<file path="src/rtl/axi_w_burst_gate_pkg.sv">
// Shared types and constants for the W-channel burst gate and its command queue.
package axi_w_burst_gate_pkg;

  localparam int unsigned DROP_CNT_W = 16;

  typedef enum logic [1:0] {
    ST_IDLE    = 2'd0,
    ST_FORWARD = 2'd1,
    ST_DISCARD = 2'd2
  } gate_state_e;

  // Active state that a queued decision selects.
  function automatic gate_state_e cmd_state(input logic drop);
    return drop ? ST_DISCARD : ST_FORWARD;
  endfunction

  function automatic logic [DROP_CNT_W-1:0] sat_inc(input logic [DROP_CNT_W-1:0] v);
    return (&v) ? v : v + DROP_CNT_W'(1);
  endfunction

endpackage

</file>
<file path="src/rtl/axi_w_burst_gate_if.sv">
// W-beat and command handshakes around the burst gate; slave is the gate's view.
interface axi_w_burst_gate_if #(
  parameter int unsigned DATA_WIDTH = 32
);
  localparam int unsigned STRB_W = DATA_WIDTH / 8;

  logic [DATA_WIDTH-1:0] s_w_data;
  logic [STRB_W-1:0]     s_w_strb;
  logic                  s_w_last;
  logic                  s_w_valid;
  logic                  s_w_ready;

  logic                  cmd_drop;
  logic                  cmd_valid;
  logic                  cmd_ready;

  logic [DATA_WIDTH-1:0] m_w_data;
  logic [STRB_W-1:0]     m_w_strb;
  logic                  m_w_last;
  logic                  m_w_valid;
  logic                  m_w_ready;

  modport slave (
    input  s_w_data, s_w_strb, s_w_last, s_w_valid,
    input  cmd_drop, cmd_valid,
    input  m_w_ready,
    output s_w_ready, cmd_ready,
    output m_w_data, m_w_strb, m_w_last, m_w_valid
  );

  modport master (
    output s_w_data, s_w_strb, s_w_last, s_w_valid,
    output cmd_drop, cmd_valid,
    output m_w_ready,
    input  s_w_ready, cmd_ready,
    input  m_w_data, m_w_strb, m_w_last, m_w_valid
  );

endinterface

</file>
<file path="src/rtl/axi_w_cmd_fifo.sv">
// Register-based first-word fall-through queue of per-burst decisions.
// Also exposes the entry that becomes head if the current head pops this cycle.
module axi_w_cmd_fifo #(
  parameter int unsigned WIDTH     = 1,
  parameter int unsigned DEPTH     = 4,
  parameter int unsigned LOG_DEPTH = 2
) (
  input  logic             clk,
  input  logic             rstn,
  input  logic             flush,
  input  logic             push,
  input  logic [WIDTH-1:0] push_data,
  input  logic             pop,
  output logic [WIDTH-1:0] head_data,
  output logic             peek_valid,
  output logic [WIDTH-1:0] peek_data,
  output logic             empty,
  output logic             full
);

  localparam int unsigned CNT_W = LOG_DEPTH + 1;

  logic [WIDTH-1:0]     mem [DEPTH];
  logic [LOG_DEPTH-1:0] wr_ptr;
  logic [LOG_DEPTH-1:0] rd_ptr;
  logic [LOG_DEPTH-1:0] rd_ptr_nxt;
  logic [CNT_W-1:0]     count;
  logic                 do_push;
  logic                 do_pop;
  logic                 has_second;

  function automatic logic [LOG_DEPTH-1:0] ptr_inc(input logic [LOG_DEPTH-1:0] p);
    return (p == LOG_DEPTH'(DEPTH - 1)) ? '0 : p + LOG_DEPTH'(1);
  endfunction

  assign empty      = (count == '0);
  assign full       = (count == CNT_W'(DEPTH));
  assign do_push    = push && !full;
  assign do_pop     = pop && !empty;
  assign rd_ptr_nxt = ptr_inc(rd_ptr);
  assign has_second = (count > CNT_W'(1));

  assign head_data  = mem[rd_ptr];
  // With only one entry left, the successor can only be the word pushed now.
  assign peek_valid = has_second || do_push;
  assign peek_data  = has_second ? mem[rd_ptr_nxt] : push_data;

  always_ff @(posedge clk) begin
    if (do_push && !flush) begin
      mem[wr_ptr] <= push_data;
    end
  end

  always_ff @(posedge clk or negedge rstn) begin
    if (!rstn) begin
      wr_ptr <= '0;
      rd_ptr <= '0;
      count  <= '0;
    end else if (flush) begin
      wr_ptr <= '0;
      rd_ptr <= '0;
      count  <= '0;
    end else begin
      if (do_push) begin
        wr_ptr <= ptr_inc(wr_ptr);
      end
      if (do_pop) begin
        rd_ptr <= rd_ptr_nxt;
      end
      case ({do_push, do_pop})
        2'b10:   count <= count + CNT_W'(1);
        2'b01:   count <= count - CNT_W'(1);
        default: count <= count;
      endcase
    end
  end

endmodule

</file>
<file path="src/rtl/axi_w_burst_gate.sv">
// Per-burst W-channel gate: forwards or discards each burst as ordered by a
// queue of decisions, switching bursts without idle cycles.
module axi_w_burst_gate
  import axi_w_burst_gate_pkg::*;
#(
  parameter int unsigned DATA_WIDTH    = 32,
  parameter int unsigned CMD_DEPTH     = 4,
  parameter int unsigned LOG_CMD_DEPTH = 2
) (
  input  logic                  clk,
  input  logic                  rstn,
  input  logic                  flush_entries,
  axi_w_burst_gate_if.slave     bus,
  output logic                  drop_done,
  output logic [DROP_CNT_W-1:0] drop_beats
);

  localparam int unsigned STRB_W = DATA_WIDTH / 8;

  gate_state_e state_q;
  gate_state_e state_d;

  logic       push;
  logic       pop;
  logic       empty;
  logic       full;
  logic       peek_valid;
  logic [0:0] cmd_bit;
  logic [0:0] head_drop;
  logic [0:0] peek_drop;
  logic       s_ready;
  logic       m_valid;
  logic       beat_fire;
  logic       drop_beat;
  logic       drop_last;

  assign cmd_bit       = bus.cmd_drop;
  assign push          = bus.cmd_valid && !full;
  assign bus.cmd_ready = !full;

  axi_w_cmd_fifo #(
    .WIDTH     (1),
    .DEPTH     (CMD_DEPTH),
    .LOG_DEPTH (LOG_CMD_DEPTH)
  ) u_cmd_fifo (
    .clk        (clk),
    .rstn       (rstn),
    .flush      (flush_entries),
    .push       (push),
    .push_data  (cmd_bit),
    .pop        (pop),
    .head_data  (head_drop),
    .peek_valid (peek_valid),
    .peek_data  (peek_drop),
    .empty      (empty),
    .full       (full)
  );

  // Payload passes straight through; only valid/ready are gated by state.
  assign bus.m_w_data  = DATA_WIDTH'(bus.s_w_data);
  assign bus.m_w_strb  = STRB_W'(bus.s_w_strb);
  assign bus.m_w_last  = bus.s_w_last;
  assign bus.m_w_valid = m_valid;
  assign bus.s_w_ready = s_ready;

  always_ff @(posedge clk or negedge rstn) begin
    if (!rstn) begin
      state_q <= ST_IDLE;
    end else begin
      state_q <= state_d;
    end
  end

  always_comb begin
    state_d   = state_q;
    s_ready   = 1'b0;
    m_valid   = 1'b0;
    pop       = 1'b0;
    drop_beat = 1'b0;
    drop_last = 1'b0;
    beat_fire = 1'b0;

    case (state_q)
      ST_IDLE: begin
        if (!empty) begin
          state_d = cmd_state(head_drop[0]);
        end
      end
      ST_FORWARD: begin
        m_valid = bus.s_w_valid;
        s_ready = bus.m_w_ready;
      end
      ST_DISCARD: begin
        s_ready   = 1'b1;
        drop_beat = bus.s_w_valid;
        drop_last = bus.s_w_valid && bus.s_w_last;
      end
      default: begin
        state_d = ST_IDLE;
      end
    endcase

    beat_fire = bus.s_w_valid && s_ready;

    // Burst end: retire the head and jump straight to the next decision, if any.
    if (beat_fire && bus.s_w_last) begin
      pop     = 1'b1;
      state_d = peek_valid ? cmd_state(peek_drop[0]) : ST_IDLE;
    end

    if (flush_entries) begin
      state_d = ST_IDLE;
    end
  end

  // Discard statistics; the beat counter survives flushes.
  always_ff @(posedge clk or negedge rstn) begin
    if (!rstn) begin
      drop_done  <= 1'b0;
      drop_beats <= '0;
    end else begin
      drop_done <= drop_last && !flush_entries;
      if (drop_beat) begin
        drop_beats <= sat_inc(drop_beats);
      end
    end
  end

endmodule
</file>
<file path="src/flat_wrapper.sv">
// flat-port wrapper written by rule: the top's interface ports become plain ports
module axi_w_burst_gate_flat import axi_w_burst_gate_pkg::*;
#(
  parameter int unsigned DATA_WIDTH    = 32,
  parameter int unsigned CMD_DEPTH     = 4,
  parameter int unsigned LOG_CMD_DEPTH = 2
)
  (clk, rstn, flush_entries, drop_done, drop_beats, bus_s_w_data, bus_s_w_strb, bus_s_w_last, bus_s_w_valid, bus_cmd_drop, bus_cmd_valid, bus_m_w_ready, bus_s_w_ready, bus_cmd_ready, bus_m_w_data, bus_m_w_strb, bus_m_w_last, bus_m_w_valid);
  axi_w_burst_gate_if #(.DATA_WIDTH(DATA_WIDTH)) bus_i ();
  input  logic clk;
  input  logic rstn;
  input  logic flush_entries;
  output logic drop_done;
  output logic [DROP_CNT_W-1:0] drop_beats;
  input wire logic [$bits(bus_i.s_w_data)-1:0] bus_s_w_data;
  input wire logic [$bits(bus_i.s_w_strb)-1:0] bus_s_w_strb;
  input wire logic [$bits(bus_i.s_w_last)-1:0] bus_s_w_last;
  input wire logic [$bits(bus_i.s_w_valid)-1:0] bus_s_w_valid;
  input wire logic [$bits(bus_i.cmd_drop)-1:0] bus_cmd_drop;
  input wire logic [$bits(bus_i.cmd_valid)-1:0] bus_cmd_valid;
  input wire logic [$bits(bus_i.m_w_ready)-1:0] bus_m_w_ready;
  output wire logic [$bits(bus_i.s_w_ready)-1:0] bus_s_w_ready;
  output wire logic [$bits(bus_i.cmd_ready)-1:0] bus_cmd_ready;
  output wire logic [$bits(bus_i.m_w_data)-1:0] bus_m_w_data;
  output wire logic [$bits(bus_i.m_w_strb)-1:0] bus_m_w_strb;
  output wire logic [$bits(bus_i.m_w_last)-1:0] bus_m_w_last;
  output wire logic [$bits(bus_i.m_w_valid)-1:0] bus_m_w_valid;
  assign bus_i.s_w_data = bus_s_w_data;
  assign bus_i.s_w_strb = bus_s_w_strb;
  assign bus_i.s_w_last = bus_s_w_last;
  assign bus_i.s_w_valid = bus_s_w_valid;
  assign bus_i.cmd_drop = bus_cmd_drop;
  assign bus_i.cmd_valid = bus_cmd_valid;
  assign bus_i.m_w_ready = bus_m_w_ready;
  assign bus_s_w_ready = bus_i.s_w_ready;
  assign bus_cmd_ready = bus_i.cmd_ready;
  assign bus_m_w_data = bus_i.m_w_data;
  assign bus_m_w_strb = bus_i.m_w_strb;
  assign bus_m_w_last = bus_i.m_w_last;
  assign bus_m_w_valid = bus_i.m_w_valid;
  axi_w_burst_gate #(.DATA_WIDTH(DATA_WIDTH), .CMD_DEPTH(CMD_DEPTH), .LOG_CMD_DEPTH(LOG_CMD_DEPTH)) u_core (.clk(clk), .rstn(rstn), .flush_entries(flush_entries), .bus(bus_i), .drop_done(drop_done), .drop_beats(drop_beats));
endmodule
</file>
<file path="config.mk">
export PLATFORM = sky130hd
export DESIGN_NAME = axi_w_burst_gate_flat
export DESIGN_NICKNAME = d
export VERILOG_FILES = /design/src/rtl/axi_w_burst_gate_pkg.sv /design/src/rtl/axi_w_burst_gate_if.sv /design/src/rtl/axi_w_cmd_fifo.sv /design/src/rtl/axi_w_burst_gate.sv /design/src/flat_wrapper.sv
export SDC_FILE = /design/constraint.sdc
export NUM_CORES = 1
export LEC_CHECK = 0
export CAP_MARGIN = 40
export CELL_PAD_IN_SITES_DETAIL_PLACEMENT = 2
export CELL_PAD_IN_SITES_GLOBAL_PLACEMENT = 2
export CORE_MARGIN = 2
export CORE_UTILIZATION = 21
export CTS_BUF_LIST = sky130_fd_sc_hd__clkbuf_4 sky130_fd_sc_hd__clkbuf_8
export DETAILED_ROUTE_END_ITERATION = 16
export GPL_TIMING_DRIVEN = 0
export PLACE_DENSITY_LB_ADDON = 0.08
export SYNTH_ARGS = -nofsm -noshare
export SYNTH_HDL_FRONTEND = slang
export SYNTH_HIERARCHICAL = 1
export SYNTH_SLANG_ARGS = --single-unit
</file>
<file path="constraint.sdc">
create_clock -name clk -period 1.75 [get_ports clk]
set_input_delay 0.4375 -clock clk [delete_from_list [all_inputs] [get_ports clk]]
set_output_delay 0.4375 -clock clk [all_outputs]
set_load 0.01 [all_outputs]
</file>
# Word-level counts from Yosys, hierarchy flattened
# Memory sizes are Yosys's and may differ from the RTL's.
# Cells that the tools add are included.
# word_totals
reg_bits	26
mem_bits_rw	4
input_bits	44
out_inout_bits	57
elab_cells	67
mem_count	1
# op_classes
n_addsub	5
n_lt_le_gt_ge	1
eq_ne	9
muxes	23
bitwise_logic	1
reduce_logical	21
# mem_list
memory	depth	width	rd	rd_clocked_by_memory_dff	write_ports	line	rtl
u_core.u_cmd_fifo.mem	4	1	2	0	1	axi_w_cmd_fifo.sv:23	logic [WIDTH-1:0] mem [DEPTH];
# op_table
operator	n
2-bit 2-to-1 mux	12
16-bit by 1-bit adder with 16-bit output, second input constant	1
16-bit AND reduction	1
2-bit equality test, second input constant	4
1-bit logical AND	8
1-bit 2-to-1 mux	7
3-bit one-hot mux with 2 select lines	1
2-bit by 1-bit adder with 2-bit output, second input constant	2
2-bit by 1-bit equality test with 1-bit output, second input constant	2
4-bit != test, second input constant	1
2-bit one-hot mux with 2 select lines	1
2-bit AND reduction	2
2-bit nonzero test	2
3-bit by 1-bit adder with 3-bit output, second input constant	1
3-bit equality test, second input constant	1
3-bit by 1-bit greater-than comparator with 1-bit output, second input constant	1
1-bit logical NOT	3
3-bit logical NOT	1
3-bit 2-to-1 mux	1
3-bit by 1-bit != test with 1-bit output, second input constant	1
3-bit nonzero test	1
3-bit by 1-bit subtractor with 3-bit output, second input constant	1
2-bit logical NOT	1
1-bit one-hot mux with 2 select lines	1
other kinds (3)	3

# Logic depth before layout (Yosys ltp)
# Gate-level depths: netlist of the first run.
# depth
word_depth	9
depth_mapped	8
mapped_depth_nobuf	8

# Modules after synthesis
# Netlist of the first run, hierarchy kept.
# by_module_without_submodules
mod	instances	cells_per_inst	area_per_inst_um2	seq_area_each_um2
axi_w_burst_gate	1	134	1320.0	475.5
axi_w_cmd_fifo	1	65	705.7	295.3

# Worst setup path after synthesis of the first run
# OpenSTA, ideal clock, no wires.
# synth_path
path_kind	register to register
from	reg u_core.u_cmd_fifo.count[0]
to	reg u_core.u_cmd_fifo.count[2]
setup_ns	0.128
t_arrival_ns	1.792
t_required_ns	1.622
setup_slack_ns	-0.170
path_stages_with_launch	9
path_buffers	0
period_less_slack_ns	1.920
cell_sequence	dfrtp_1 -> inv_1 -> ha_1 -> and2_1 -> nor2b_1 -> a21boi_2 -> nor3_2 -> a31oi_1 -> mux2_1
# synth_via
elab_chain_cells	7
word_cells_on_any_way	14
cone_classes	2 x add/sub; 3 x eq/ne; 2 x mux; 7 x reduce/logical
# synth_lines
element	line	rtl
start: declaration	axi_w_cmd_fifo.sv:27	logic [CNT_W-1:0] count;
start signal: assignment	axi_w_cmd_fifo.sv:71	2'b10: count <= count + CNT_W'(1);
start signal: assignment	axi_w_cmd_fifo.sv:72	2'b01: count <= count - CNT_W'(1);
start signal: assignment	axi_w_cmd_fifo.sv:73	default: count <= count;
3-bit equality test (*)	axi_w_cmd_fifo.sv:37	assign full = (count == CNT_W'(DEPTH));
via u_core.full	axi_w_burst_gate.sv:26	logic full;
1-bit logical NOT (*)	axi_w_burst_gate.sv:38	assign push = bus.cmd_valid && !full;
1-bit logical AND (*)	axi_w_burst_gate.sv:38	
via u_core.push	axi_w_burst_gate.sv:23	logic push;
1-bit logical AND (*)	axi_w_cmd_fifo.sv:38	assign do_push = push && !full;
2-bit by 1-bit equality test with 1-bit output or 2-bit equality test (tied branches)	axi_w_cmd_fifo.sv:70	case ({do_push, do_pop})
3-bit one-hot mux with 2 select lines	axi_w_cmd_fifo.sv:70	
3-bit 2-to-1 mux	axi_w_cmd_fifo.sv:59	end else if (flush) begin
# Mark *: on every way through the listed nets, which the timed path passes. The rest lies on a longest branch.
# A chain may end at the register's enable or synchronous reset.

# Final worst setup path of the first run
# layout_path
from	reg u_core.state_q[1]
to	out bus_s_w_ready
# layout_via
elab_chain_cells	2
word_cells_on_any_way	3
cone_classes	2 x eq/ne; 1 x mux
# layout_lines
element	line	rtl
start: declaration	axi_w_burst_gate.sv:20	gate_state_e state_q;
start signal: assignment	axi_w_burst_gate.sv:70	state_q <= state_d;
2-bit equality test or 2-bit by 1-bit equality test with 1-bit output (tied branches)	axi_w_burst_gate.sv:83	case (state_q)
1-bit one-hot mux with 2 select lines (*)	axi_w_burst_gate.sv:83	
end: declaration	flat_wrapper.sv:22	output wire logic [$bits(bus_i.s_w_ready)-1:0] bus_s_w_ready;
# Mark *: on every way between the ends. The rest lies on a longest branch, timed or not.

==> results.yml, run 1 <==
synth:
  ys_top_cells_by_area: "dfrtp_1, buf_4, ha_1"
  synth_seq_cells: 30
  yosysTopAreaCellShare: 0.3212
  ys_async_sr_fraction: 0.8667
  yosysWarnings: 6
  synth_top_cell_by_area: "dfrtp_1"
  synth_edf_count: 4
  syn-num-nets: 254
  synth_cells: 199
  syn_avg_cell_area_um2: 10.18
  syn_area_um2: 2026
  seq_area_frac_synth: 0.3805
  synth-main-ff-cell: "dfrtp_1"
  synthDistinctLibCells: 43
timing:
  finalSetupViolCount: 5
  hold_viol_final: 0
  skew_ns: 0.009647
  fin_setup_tns_ns: -0.1830
  min_period_ns: 1.837
  max_slew_margin: 0.5754
  max_freq_ghz: 0.5443
  setup_ws_ns: -0.08720
  max_slew.worst_pin.slew_ns: 0.6368
  grt_setup_unrepaired: "yes"
  slew_viol_final: 0
  final.period_utilization: 1.050
floorplanning:
  core_um2: 9284
  start_util: 0.2182
  ios: 101
  dieArea_um2: 10450
  die_width_um: 102.2
  rows: 35
  die_h_um: 102.2
power_and_ir_drop:
  p_seq_frac: 0.378
  p_switching_uw: 583.1
  cellLeakagePower_uw: 0.001376
  combPwrFrac: 0.290
  p_int_uw: 1581
  ir_worst_vdd_uv: 268.7
  switching_share: 0.2694
  clkPwrFrac: 0.333
  power_density_nw_per_um2: 678.4
worst_hold_path:
  hp-class: "input port to async pin"
drt:
  first_pass_iters: 2
  vias_per_cell: 4.137
  vias: 1725
  drc: 0
  antenna_left: 0
  drt-initial-drc-count: 18
  postRouteWirelength_mm: 5.857
  wl_per_cell_um: 14.05
finish:
  layout-drive-gt1-share: 0.3924
  antenna_cells_inserted: 0
  area_delta_synth_final_pct: 57.50
  fillCellCount: 1047
  multiInputGateArea_um2: 1036
  seq_area_um2: 780.7
  fin_nets: 343
  utilization: 0.3437
global_route:
  gr-total-overflow: 0
  grt_pass1_wl_mm: 9.252
  grt_pass1_vias: 1863
  grt_usage: 0.1145
  grt_max_degree: 27
  antenna_found_initial: 0
worst_setup_path:
  cp_slowest_stage_delay_ns: 0.43
  cp_top_family: "flip-flops"
  path_cells: "inv_4, ha_4, a21o_1, and2_1, buf_2"
  arrival_ns: 1.40
  crit_type: "flop to output pin"
  critical_path.max_fanout: 3
  cp_slowest_cell: "dfrtp_2"
  worst-path-buf-inv: 2
  critPathRequiredTime_ns: 1.31
  worstSetupStartpointType: "flop"
  cp-end-kind: "output pin"
cts:
  cts_inserted_buffers: 5
  cts-root-buf: "clkbuf_8"
  clockBufferDepth: 2
  clock_latency_ns: 0.28
  h-tree-depth: 2
  clk_pin_slew_ns: 0.07
  clock-sinks: 30
  cts_hold_buf: 0
  cts_tree: "done"
placed_design:
  io_buffer_count: 64
  gp_congestion: 0.6836
  place_hpwl_mm: 4.402
outcome:
  violations: "negative setup slack"
  status: "finished with violations"
job:
  maxCapViolations: 0
[stage by stage]
stage | std cells | hold WS, ns | power, µW | worst slack [ns] | cell area, µm²
6_report | 417 | 0.1695 | 2165 | -0.08720 | 3191
4_1_cts | 410 | 0.1988 | 2131 | -0.09923 | 3074
5_1_grt | 417 | 0.2083 | 2299 | -0.1822 | 3191
3_3_place_gp | 392 | 0.4895 | 1345 | -0.5190 | 2848
3_5_place_dp | 392 | 0.4991 | 1349 | -0.5340 | 2843
2_1_floorplan | 199 | 0.1419 | 1095 | -0.02875 | 2046
[layout make-up]
class	count	area share
multi-input cells	119	0.3247
flip-flops and latches	30	0.2447
repair buffers	82	0.2373
plain buffers	39	0.09216
well taps	129	0.05059
clock buffers	6	0.02588
inverters	11	0.01529
clock inverters	1	0.009412
[kinds of logic after synthesis]
kind of cell | synth area share
xor gates and xnor gates | 0.07350
DFF | 0.3805
and+or+nand+nor | 0.1989
buffers and inverters | 0.1662
AOI/OAI and AO/OA | 0.06362
adders and majority gates | 0.06794
muxes | 0.04941
[synthesized netlist by cell type, types with 2 or more instances]
| cell | instances |
|---|---|
| nor3_2 | 2 |
| or3_1 | 3 |
| mux2_1 | 2 |
| and4_1 | 2 |
| ha_1 | 11 |
| nor3_1 | 2 |
| nand3_1 | 9 |
| nor2b_1 | 3 |
| mux4_2 | 2 |
| edfxtp_1 | 4 |
| and3_1 | 3 |
| and2_1 | 9 |
| inv_1 | 10 |
| nand2b_1 | 2 |
| a21oi_1 | 6 |
| and3_2 | 2 |
| dfrtp_1 | 26 |
| o21ai_0 | 3 |
| xnor2_1 | 11 |
| nor2_1 | 10 |
| nand2_1 | 8 |
| mux2_2 | 2 |
| buf_4 | 37 |
| a31oi_1 | 2 |
| xor2_1 | 6 |
| nand4_1 | 5 |
[registers in the layout, summed over array words and instances (netlist names)]
| register | count |
|---|---|
| u_core/state_q | 2 |
| u_core/drop_beats | 16 |
| u_core/u_cmd_fifo/wr_ptr | 2 |
| u_core/drop_done | 1 |
| u_core/u_cmd_fifo/rd_ptr | 2 |
| u_core/u_cmd_fifo/count | 3 |
| u_core/u_cmd_fifo/mem | 4 |
[layout by cell type (no fill, tap or decap), drive strengths merged, types with 4 or more instances in the layout]
| cell type | count |
|---|---|
| edfxtp | 4 |
| and3 | 5 |
| xnor2 | 11 |
| clkdlybuf4s50 | 58 |
| nand4 | 5 |
| ha | 11 |
| a21oi | 6 |
| nand2 | 9 |
| inv | 11 |
| nor3 | 4 |
| dfrtp | 26 |
| nor2 | 10 |
| nand3 | 9 |
| and2 | 9 |
| clkbuf | 8 |
| xor2 | 6 |
| buf | 60 |
| mux2 | 4 |
[layer usage]
metal  global-route usage  vias to the layer above  part of all wire
met3              0.03010                        5             0.059
met1               0.1325                      842              0.39
met4              0.03077                        0            0.0094
li1                     -                      818                 -
met2               0.2090                       60              0.54
met5                    0                        -                 0
[power groups by stage]
stage | clock [µW] | combinational, µW | sequential (µW)
after floorplan | 0 | 267 | 829
after global placement | 0 | 520 | 825
after detailed placement | 0 | 523 | 826
after CTS | 749 | 569 | 813
after global routing | 779 | 694 | 826
final | 720 | 627 | 817
[worst reg2reg max path: stages, from the launching register on]
cell and delay, ns:
dfrtp_1 0.38, inv_2 0.07, ha_4 0.16, and2_4 0.15, nor2b_4 0.13, a21boi_4 0.24
nor3_2 0.08, a31oi_2 0.19, mux2_4 0.32
[worst paths after layout]
kind	startpoint	to	slack (ns)	cells after the start
worst max register to register	u_core/u_cmd_fifo/count[1]	u_core/u_cmd_fifo/count[2]	-0.07	8
worst min-delay path	rstn	u_core/drop_beats[7]	0.17	1
worst min register to register	u_core/drop_beats[11]	u_core/drop_beats[11]	0.51	1
min in group clk	u_core/drop_beats[11]	u_core/drop_beats[11]	0.51	1
max in group asynchronous	rstn	u_core/state_q[0]	1.12	1
worst max-delay path	u_core/state_q[1]	bus_s_w_ready	-0.09	5
[repair_timing]
item	CTS	global route
pin swaps	3	7
setup buffers	11	8
resized for setup	31	26
endpoints found under the setup margin	21	25
(Power assumes the default switching activity.)
==> run 2: changes to the inputs <==
--- a/config.mk
+++ b/config.mk
@@ -9,12 +9,11 @@
 export CELL_PAD_IN_SITES_DETAIL_PLACEMENT = 2
 export CELL_PAD_IN_SITES_GLOBAL_PLACEMENT = 2
 export CORE_MARGIN = 2
-export CORE_UTILIZATION = 21
+export CORE_UTILIZATION = 22
 export CTS_BUF_LIST = sky130_fd_sc_hd__clkbuf_4 sky130_fd_sc_hd__clkbuf_8
 export DETAILED_ROUTE_END_ITERATION = 16
 export GPL_TIMING_DRIVEN = 0
-export PLACE_DENSITY_LB_ADDON = 0.08
+export PLACE_DENSITY = 0.81
 export SYNTH_ARGS = -nofsm -noshare
 export SYNTH_HDL_FRONTEND = slang
-export SYNTH_HIERARCHICAL = 1
 export SYNTH_SLANG_ARGS = --single-unit
==> run 2 against run 1 <==
  * The flow still finishes with violations (negative setup slack)
  * Hold slack improved by 0.34 ns
  * Fmax increased by 1.3%
  * Flip-flop and latch count unchanged
  * Routed wire length increased by 4.8%
  * Clock skew decreased by 0.0029 ns
  * Final cell count decreased by 2.2%
  * Critical path depth unchanged
  * Total power increased by 3.9%
  * Count of clock-buffer cells in the layout unchanged
  * Global-route usage increased by 0.28 points
  * Sequential power about the same
  * Final area increased by 2.6%
  * Critical path type is now flop to flop
  * Critical endpoint is now u_core.state_q[0]
  * Largest power group unchanged
==> results.yml, run 2 <==
cts:
  cts_hold_buf: 0
  cts_tree: "done"
  cts_inserted_buffers: 5
  clock-sinks: 30
  cts-root-buf: "clkbuf_8"
  h-tree-depth: 2
  clock_latency_ns: 0.28
  clk_pin_slew_ns: 0.07
  clockBufferDepth: 2
placed_design:
  io_buffer_count: 64
  placed_cell_area_um2: 2867
  gp_congestion: 0.7841
  place_hpwl_mm: 4.475
worst_setup_path:
  worstSetupStartpointType: "flop"
  critical_path.max_fanout: 2
  cp_slowest_cell: "mux4_2"
  r2r_end: "u_core.state_q[0]"
  r2r_cells: 5
  startpoint: "u_core.u_cmd_fifo.rd_ptr[0]"
  r2r-start: "u_core.u_cmd_fifo.rd_ptr[0]"
  critPathRequiredTime_ns: 1.93
  crit_type: "flop to flop"
  cp_slowest_stage_delay_ns: 0.52
  arrival_ns: 1.99
  path_cells: "ha_2, nor2_4, mux4_2, or2_0, a311oi_1"
  ff2ff_setup_slack_ns: -0.06
  cp-end-kind: "flop"
timing:
  slew_viol_final: 0
  final.period_utilization: 1.036
  min_period_ns: 1.814
  hold_viol_final: 0
  max_slew.worst_pin.slew_ns: 0.5688
  max_slew_margin: 0.6196
  setup_ws_ns: -0.06372
  grt_setup_unrepaired: "yes"
  skew_ns: 0.006737
  finalSetupViolCount: 2
  fin_setup_tns_ns: -0.08052
  max_freq_ghz: 0.5514
  holdWs_ns: 0.5077
finish:
  reg_top3: "u_core.drop_beats x16, u_core.u_cmd_fifo.mem x4, u_core.u_cmd_fifo.count x3"
  fin_nets: 354
  layout-drive-gt1-share: 0.3771
  utilization: 0.3559
  layout_common_cells: "buf_4, clkdlybuf4s50_1, dfrtp_1, nand2_1, nor2_1"
  antenna_cells_inserted: 0
  area_delta_synth_final_pct: 58.07
  finalInstanceArea_um2: 3273
  top_register: "u_core.drop_beats"
  largest_reg_flops: 16
global_route:
  grt_pass1_wl_mm: 9.432
  grt_max_degree: 18
  antenna_found_initial: 0
  grt_usage: 0.1173
  grt_pass1_vias: 1974
  gr-total-overflow: 0
synth:
  synth.top_cells.by_count: "buf_4, dfrtp_1, ha_1, nand2_1, nor2_1"
  ys_async_sr_fraction: 0.8667
  synth_top_cell_by_area: "dfrtp_1"
  synth_seq_cells: 30
  syn-num-nets: 263
  syn_area_um2: 2071
  yosysMostFrequentCell: "buf_4"
  synthDistinctLibCells: 46
  seq_area_frac_synth: 0.3722
  ys_top_cells_by_area: "dfrtp_1, buf_4, ha_1"
  synth_cells: 206
  yosysWarnings: 0
  synth-main-ff-cell: "dfrtp_1"
  yosysTopAreaCellShare: 0.3142
  syn_avg_cell_area_um2: 10.05
  synth_edf_count: 4
floorplanning:
  ios: 101
  die_width_um: 101.0
  die_h_um: 101.0
  start_util: 0.2252
  core_um2: 9196
  rows: 35
  dieArea_um2: 10200
drt:
  antenna_left: 0
  vias_per_cell: 4.542
  first_pass_iters: 4
  postRouteWirelength_mm: 6.136
  drc: 0
  vias: 1853
  wl_per_cell_um: 15.04
  drt-initial-drc-count: 35
worst_hold_path:
  hp-class: "input port to async pin"
power_and_ir_drop:
  combPwrFrac: 0.312
  p_switching_uw: 629.6
  p_int_uw: 1618
  switching_share: 0.2801
  total_power_uw: 2248
  cellLeakagePower_uw: 0.001468
  ir_worst_vdd_uv: 278.0
  clkPwrFrac: 0.324
  p_seq_frac: 0.364
  power_density_nw_per_um2: 686.8
outcome:
  status: "finished with violations"
  violations: "negative setup slack"
job:
  maxCapViolations: 0
-- run 2: changes by cell type after synthesis, sizes merged, moves of 3 or more --
cell / delta
inv: -5
nand2: +4
nor4b: +4
xnor2: -4
a21oi: +3
nor4: +3
or3: -3
-- run 2: logic make-up after synthesis --
family | count (synthesis) | synth area share
AO/OA/AOI/OAI | 23 | 0.07855
XOR/XNOR | 13 | 0.05499
adder cells (fa/ha/maj) | 13 | 0.07855
buffers and inverters | 45 | 0.1486
flip-flops | 30 | 0.3722
multiplexers | 7 | 0.05257
AND/OR/NAND/NOR | 75 | 0.2145
-- run 2: routing by layer --
metal  global-route usage  up-vias  part of all wire  wire length [µm]
met4              0.02807        0            0.0075                46
li1                     -      860                 -                 -
met3              0.02497        5             0.052               317
met2               0.2313       68              0.55              3382
met1               0.1257      920              0.39              2389
met5                    0        -                 0                 0
-- run 2: cell type report --
| class | instances | area [µm²] |
|---|---|---|
| fill | 1010 | 5923 |
| multi-input combinational | 131 | 1115 |
| timing repair buffer | 85 | 819.5 |
| sequential | 30 | 782.0 |
| buffer | 38 | 282.8 |
| tap | 111 | 138.9 |
| clock buffer | 6 | 82.58 |
| clock inverter | 1 | 30.03 |
| inverter | 6 | 22.52 |
-- run 2: how the worst max path moves through the flow --
| stage | end | slack, ns | cells past startpoint |
|---|---|---|---|
| after global routing | u_core.state_q[0] | -0.16 | 5 |
| after floorplan | u_core.state_q[0] | 0.004 | 5 |
| after global placement | bus_s_w_ready | -0.39 | 4 |
| after CTS | bus_s_w_ready | -0.13 | 4 |
| after detailed placement | u_core.u_cmd_fifo.count[0] | -0.43 | 5 |
| final | u_core.state_q[0] | -0.06 | 5 |
-- run 2: repair_timing --
item	4_1_cts	5_1_grt
endpoints found under the hold margin	0	0
gates resized for setup	34	25
buffers inserted	10	10
pin swaps	5	8
endpoints found under the setup margin	30	26
-- run 2: critical path: cells and delay by family, from the launching register on --
kind,cells,cell delay [ns]
flops,1,0.39
simple gates,2,0.32
fa+ha+maj,1,0.20
compound gates,1,0.28
mux,1,0.52
-- run 2: through the flow --
step                setup WS, ns  std cells
floorplan               0.004198        206
global placement         -0.3866        381
detailed placement       -0.4279        382
CTS                      -0.1318        398
global route             -0.1633        408
finish                  -0.06372        408
-- run 2: power by group through the flow --
stage	Combinational, µW	Clock (µW)	Sequential [µW]
5_1_grt	767	782	823
6_report	702	728	818
3_3_place_gp	550	0	830
2_1_floorplan	310	0	828
3_5_place_dp	576	0	833
4_1_cts	648	752	815
==> run 3: changes to the inputs <==
--- a/config.mk
+++ b/config.mk
@@ -5,10 +5,9 @@
 export SDC_FILE = /design/constraint.sdc
 export NUM_CORES = 1
 export LEC_CHECK = 0
-export CAP_MARGIN = 40
 export CELL_PAD_IN_SITES_DETAIL_PLACEMENT = 2
 export CELL_PAD_IN_SITES_GLOBAL_PLACEMENT = 2
-export CORE_MARGIN = 2
+export CORE_MARGIN = 3
 export CORE_UTILIZATION = 22
 export CTS_BUF_LIST = sky130_fd_sc_hd__clkbuf_4 sky130_fd_sc_hd__clkbuf_8
 export DETAILED_ROUTE_END_ITERATION = 16
==> run 3 against run 2 <==
  * The flow still finishes with violations (negative setup slack)
  * Largest power group unchanged
  * Register-to-register slack worse by 0.07 ns
  * Clock skew shrank 0.00068 ns
  * Highest routed layer unchanged
  * Flip-flop and latch count is the same
==> results.yml, run 3 (synthesis results as in run 2) <==
drt:
  vias_per_cell: 4.471
  wl_per_cell_um: 15.86
  drt-initial-drc-count: 18
  postRouteWirelength_mm: 6.534
  antenna_left: 0
  first_pass_iters: 3
  drc: 0
  vias: 1842
global_route:
  grt_pass1_wl_mm: 9.653
  grt_usage: 0.1176
  grt_pass1_vias: 1993
  antenna_found_initial: 0
  grt_max_degree: 27
  gr-total-overflow: 0
floorplanning:
  ios: 101
  core_um2: 8934
  die_h_um: 103.0
  start_util: 0.2318
  die_width_um: 103.0
  rows: 34
  dieArea_um2: 10610
timing:
  skew_ns: 0.006056
  final.period_utilization: 1.079
  max_freq_ghz: 0.5298
  max_slew.worst_pin.slew_ns: 0.6538
  setup_ws_ns: -0.1376
  finalSetupViolCount: 2
  hold_viol_final: 0
  grt_setup_unrepaired: "yes"
  slew_viol_final: 0
  min_period_ns: 1.888
  max_slew_margin: 0.5642
cts:
  cts_tree: "done"
  cts_inserted_buffers: 5
  clk_pin_slew_ns: 0.07
  h-tree-depth: 2
  clock_latency_ns: 0.30
  clock-sinks: 30
  clockBufferDepth: 2
  cts-root-buf: "clkbuf_8"
power_and_ir_drop:
  ir_worst_vdd_uv: 245.9
  power_density_nw_per_um2: 685.5
  total_power_uw: 2274
  cellLeakagePower_uw: 0.001511
finish:
  largest_reg_flops: 16
  finalInstanceArea_um2: 3317
  area_delta_synth_final_pct: 60.18
  top_register: "u_core.drop_beats"
  layout_common_cells: "buf_4, clkdlybuf4s50_1, dfrtp_1, nand2_1, nor2_1"
  reg_top3: "u_core.drop_beats x16, u_core.u_cmd_fifo.mem x4, u_core.u_cmd_fifo.count x3"
  final_common_cell: "buf_4"
  antenna_cells_inserted: 0
  layout-drive-gt1-share: 0.3882
  fin_nets: 360
  stdcell_count: 412
worst_hold_path:
  hp-class: "input port to async pin"
worst_setup_path:
  cp-end-kind: "flop"
  arrival_ns: 2.08
  crit_type: "flop to flop"
  critical_path.max_fanout: 4
  r2r_cells: 5
  worstSetupStartpointType: "flop"
  critPathRequiredTime_ns: 1.94
placed_design:
  place_hpwl_mm: 4.701
  io_buffer_count: 64
  placed_cell_area_um2: 2848
  place_inst: 378
  gp_congestion: 0.7358
  pre_cts_ws_ns: -0.4935
outcome:
  violations: "negative setup slack"
  status: "finished with violations"
job:
  maxCapViolations: 0
-- run 3: cell types whose count changed in the layout (fill, tap and decap cells not counted), moves of 2 or more --
cell,change
clkinv_2,+2
dlygate4sd2_1,+2
dfrtp_2,-3
buf_4,+4
clkdlybuf4s50_1,-3
buf_6,+4
dfrtp_1,+3
-- run 3: per-layer routing --
layer	GRT usage	share of wire	up-vias
met5	0	0	-
li1	-	-	875
met2	0.2215	0.55	69
met1	0.1304	0.38	892
met3	0.02639	0.057	6
met4	0.03586	0.011	0
-- run 3: repair_timing --
action	4_1_cts	5_1_grt
setup buffers	13	14
gates cloned	0	0
setup endpoints to repair	28	28
hold buffers	0	0
pin swaps	5	11
resized for setup	38	27
-- run 3: cell type report --
class / count / area [µm²]
clock buffers: 5 / 68.82
plain buffers: 38 / 281.5
multi-input cells: 131 / 1130
fillers: 994 / 5617
inverters: 6 / 22.52
well taps: 108 / 135.1
flip-flops and latches: 30 / 778.2
clock inverters: 3 / 40.04
repair buffers: 91 / 860.8
-- run 3: final timing paths --
kind                                          to                        start  slack [ns]
setup / recovery               u_core.state_q[0]  u_core.u_cmd_fifo.rd_ptr[0]       -0.14
hold / removal              u_core.drop_beats[9]                         rstn        0.16
setup reg to reg               u_core.state_q[0]  u_core.u_cmd_fifo.rd_ptr[0]       -0.14
hold reg to reg             u_core.drop_beats[9]         u_core.drop_beats[9]        0.51
max in group asynchronous  u_core.drop_beats[10]                         rstn        1.12
min in group clk            u_core.drop_beats[9]         u_core.drop_beats[9]        0.51
-- run 3: report_power, final --
group | internal [µW] | switching, µW | total [µW]
combinational | 429 | 320 | 748
clock | 419 | 296 | 715
sequential | 756 | 54.4 | 811
-- run 3: through the flow --
step	util	TNS, ns	hold slack [ns]
global route	0.3713	-0.7309	0.2059
detailed placement	0.3188	-16.23	0.5032
floorplan	-	0	0.1419
global placement	0.3188	-12.91	0.4900
CTS	0.3507	-0.3728	0.5140
finish	0.3713	-0.1406	0.1633
-- run 3: worst max-delay path: stages (launching register included) --
cell and delay [ns]:
dfrtp_1 0.41, ha_2 0.21, nor2_4 0.10, mux4_2 0.55, or2_0 0.23, a311oi_1 0.27
==> variant (flow settings as in run 3) <==
`CMD_DEPTH` is set to 4 in 2 places; all go to 2.
--- a/src/rtl/axi_w_burst_gate.sv
+++ b/src/rtl/axi_w_burst_gate.sv
@@ -4,7 +4,7 @@
   import axi_w_burst_gate_pkg::*;
 #(
   parameter int unsigned DATA_WIDTH    = 32,
-  parameter int unsigned CMD_DEPTH     = 4,
+  parameter int unsigned CMD_DEPTH     = 2,
   parameter int unsigned LOG_CMD_DEPTH = 2
 ) (
   input  logic                  clk,
--- a/src/flat_wrapper.sv
+++ b/src/flat_wrapper.sv
@@ -2,7 +2,7 @@
 module axi_w_burst_gate_flat import axi_w_burst_gate_pkg::*;
 #(
   parameter int unsigned DATA_WIDTH    = 32,
-  parameter int unsigned CMD_DEPTH     = 4,
+  parameter int unsigned CMD_DEPTH     = 2,
   parameter int unsigned LOG_CMD_DEPTH = 2
 )
   (clk, rstn, flush_entries, drop_done, drop_beats, bus_s_w_data, bus_s_w_strb, bus_s_w_last, bus_s_w_valid, bus_cmd_drop, bus_cmd_valid, bus_m_w_ready, bus_s_w_ready, bus_cmd_ready, bus_m_w_data, bus_m_w_strb, bus_m_w_last, bus_m_w_valid);
Function: changed (a bounded check fails within 4 cycles, from zero or initial values and one cycle with rstn low).
==> variant against run 3 <==
  * The flow still finishes with violations (setup timing)
  * Routed wire length fell by 10%
  * Setup slack got worse by 0.041 ns
  * Power decreased by 8.7%
  * Final cell count is 9.0% lower
  * Synthesized cell count decreased by 14%
  * Cell area is 6.6% lower
  * Clock power fell by 44%
  * Sequential cell count shrank 4
  * Hold slack better by 0.21 ns
  * Area after synthesis fell by 16%
  * Via count shrank 13%
  * Utilization increased by 4.5 points
  * Critical path depth increased by 1
  * Critical path type unchanged
  * Highest routed layer unchanged
==> variant: results (changes against run 3) <==
* Setup Viol. Count Final at 19 (was 2)
* Largest registers: u_core.drop_beats x16, u_core.u_cmd_fifo.count x3 (was u_core.drop_beats x16, u_core.u_cmd_fifo.mem x4, u_core.u_cmd_fifo.count x3)
* Hpwl dp at 3920 um (was 4700 um)
* Post-synthesis mux area share at 0.0455 (was 0.0526)
* Seq/Total Area, Yosys at 0.381 (was 0.372)
* Max_slew headroom at 0.229 (was 0.564)
* Non-clk buf share at 0.385 (was 0.344)
* R2R Path Start: u_core.drop_beats[1]$_DFFE_PN0P_ (was u_core.u_cmd_fifo.rd_ptr[0]$_DFFE_PN0P_)
* Iteration-0 DRC Markers at 26 (was 18)
* Vias in the first global route at 1799 (was 1993)
* GRT met3 Usage at 0.0215 (was 0.0264)
* Met1 Use GR at 0.141 (was 0.130)
* Int Pwr at 1.42 mW (was 1.60 mW)
* Power share of the clock group at 0.194 (was 0.314)
* PD cells at 671 mW/mm^2 (was 686 mW/mm^2)
* Slowest cell on crit path: or4_4 (was mux4_2)
* EDFF count, synth at 2 (was 4)
* Yosys cell types at 36 (was 46)
* Layout cells sized above 1 at 0.500 (was 0.388)
* Clock Latency Late Sink at 0.27 ns (was 0.30 ns)
* CTS Buf Count at 3 (was 5)
* Synth Area in Adders at 0.0649 (was 0.0785)
* Synth Area in XOR/XNOR at 0.0808 (was 0.0550)
* Vias at 1605 (was 1842)
* Top cells by count, synth: 37 x buf_4, 24 x dfrtp_1, 16 x nor2_1 (was 37 x buf_4, 26 x dfrtp_1, 13 x ha_1, 13 x nand2_1, 12 x nor2_1)
* Metal1 wirelength at 2330 um (was 2500 um)
* Worst VDD drop at 308 uV (was 246 uV)
* Area contributors post-synth: dfrtp_1 35%, buf_4 16%, ha_1 6.5% (was dfrtp_1 31%, buf_4 13%, ha_1 7.9%)
* Async S/R FF share, synth at 0.923 (was 0.867)
* Syn nets at 230 (was 263)
* # clk buffers at 4 (was 5)
* Post-CTS Resized at 57 (was 38)
* Setup tns final at -1.59 ns (was -0.141 ns)
* Multi-input gate count at 106 (was 131)
* Crit Reg-Reg Endpoint: u_core.drop_beats[14]$_DFFE_PN0P_ (was u_core.state_q[0]$_DFFE_PN0P_)
* Failing checks: setup timing (unchanged)
* H-Tree Depth at 1 (was 2)
* Signal buffers at 134 (was 129)
* # rows at 31 (was 34)
* Net count, final at 330 (was 360)
* P_leak at 1.40 nW (was 1.51 nW)
* # Post-CTS Setup Buffers at 21 (was 13)
* Clock network area share at 0.0178 (was 0.0328)
* Status: complete, but fails checks (unchanged)
* Clock sinks at 26 (was 30)
* GR Util All Layers at 0.122 (was 0.118)
* CTS clock-pin slew for the worst setup and hold paths at 0.10 ns (was 0.07 ns)
* Met2 Wirelength at 3170 um (was 3590 um)
* Fin worst setup slack at -0.179 ns (was -0.138 ns)
* FF/Latch Area at 674 um^2 (was 778 um^2)
* Met3 wire len at 336 um (was 373 um)
* Fillcell total at 796 (was 994)
variant: cell count changes in the layout (fill, tap and decap cells not counted), sizes merged, moves of 3 or more:
cell and change:
xnor2 +5, nor3b +3, nor2 +4, ha -4
a21oi -5, nor4b -5, nor4 -3, and2 -7
nand2 -3
variant: worst max path at each step:
| stage | depth (start not counted) | start | slack, ns | endpoint |
|---|---|---|---|---|
| 2_1_floorplan | 6 | u_core.drop_beats[1]$_DFFE_PN0P_ | -0.19 | u_core.drop_beats[1]$_DFFE_PN0P_ |
| 3_3_place_gp | 6 | bus_s_w_last | -0.41 | u_core.u_cmd_fifo.count[1]$_DFFE_PN0P_ |
| 3_5_place_dp | 6 | bus_s_w_last | -0.45 | u_core.u_cmd_fifo.count[1]$_DFFE_PN0P_ |
| 4_1_cts | 6 | u_core.drop_beats[1]$_DFFE_PN0P_ | -0.17 | u_core.drop_beats[14]$_DFFE_PN0P_ |
| 5_1_grt | 6 | u_core.drop_beats[1]$_DFFE_PN0P_ | -0.26 | u_core.drop_beats[14]$_DFFE_PN0P_ |
| 6_report | 6 | u_core.drop_beats[1]$_DFFE_PN0P_ | -0.18 | u_core.drop_beats[14]$_DFFE_PN0P_ |
variant: logic make-up after synthesis:
group / after synthesis
compound gates: 13
xor+xnor: 16
fa+ha+maj: 9
buf+inv: 46
flops: 26
mux: 7
simple gates: 60
variant: through the flow:
step                cells  setup slack, ns  utilization  hold slack [ns]
floorplan             177           -0.190            -            0.142
global placement      340           -0.407        0.336            0.488
detailed placement    340           -0.451        0.336            0.504
CTS                   364           -0.170        0.390            0.520
global route          375           -0.261        0.416            0.461
finish                375           -0.179        0.416            0.378
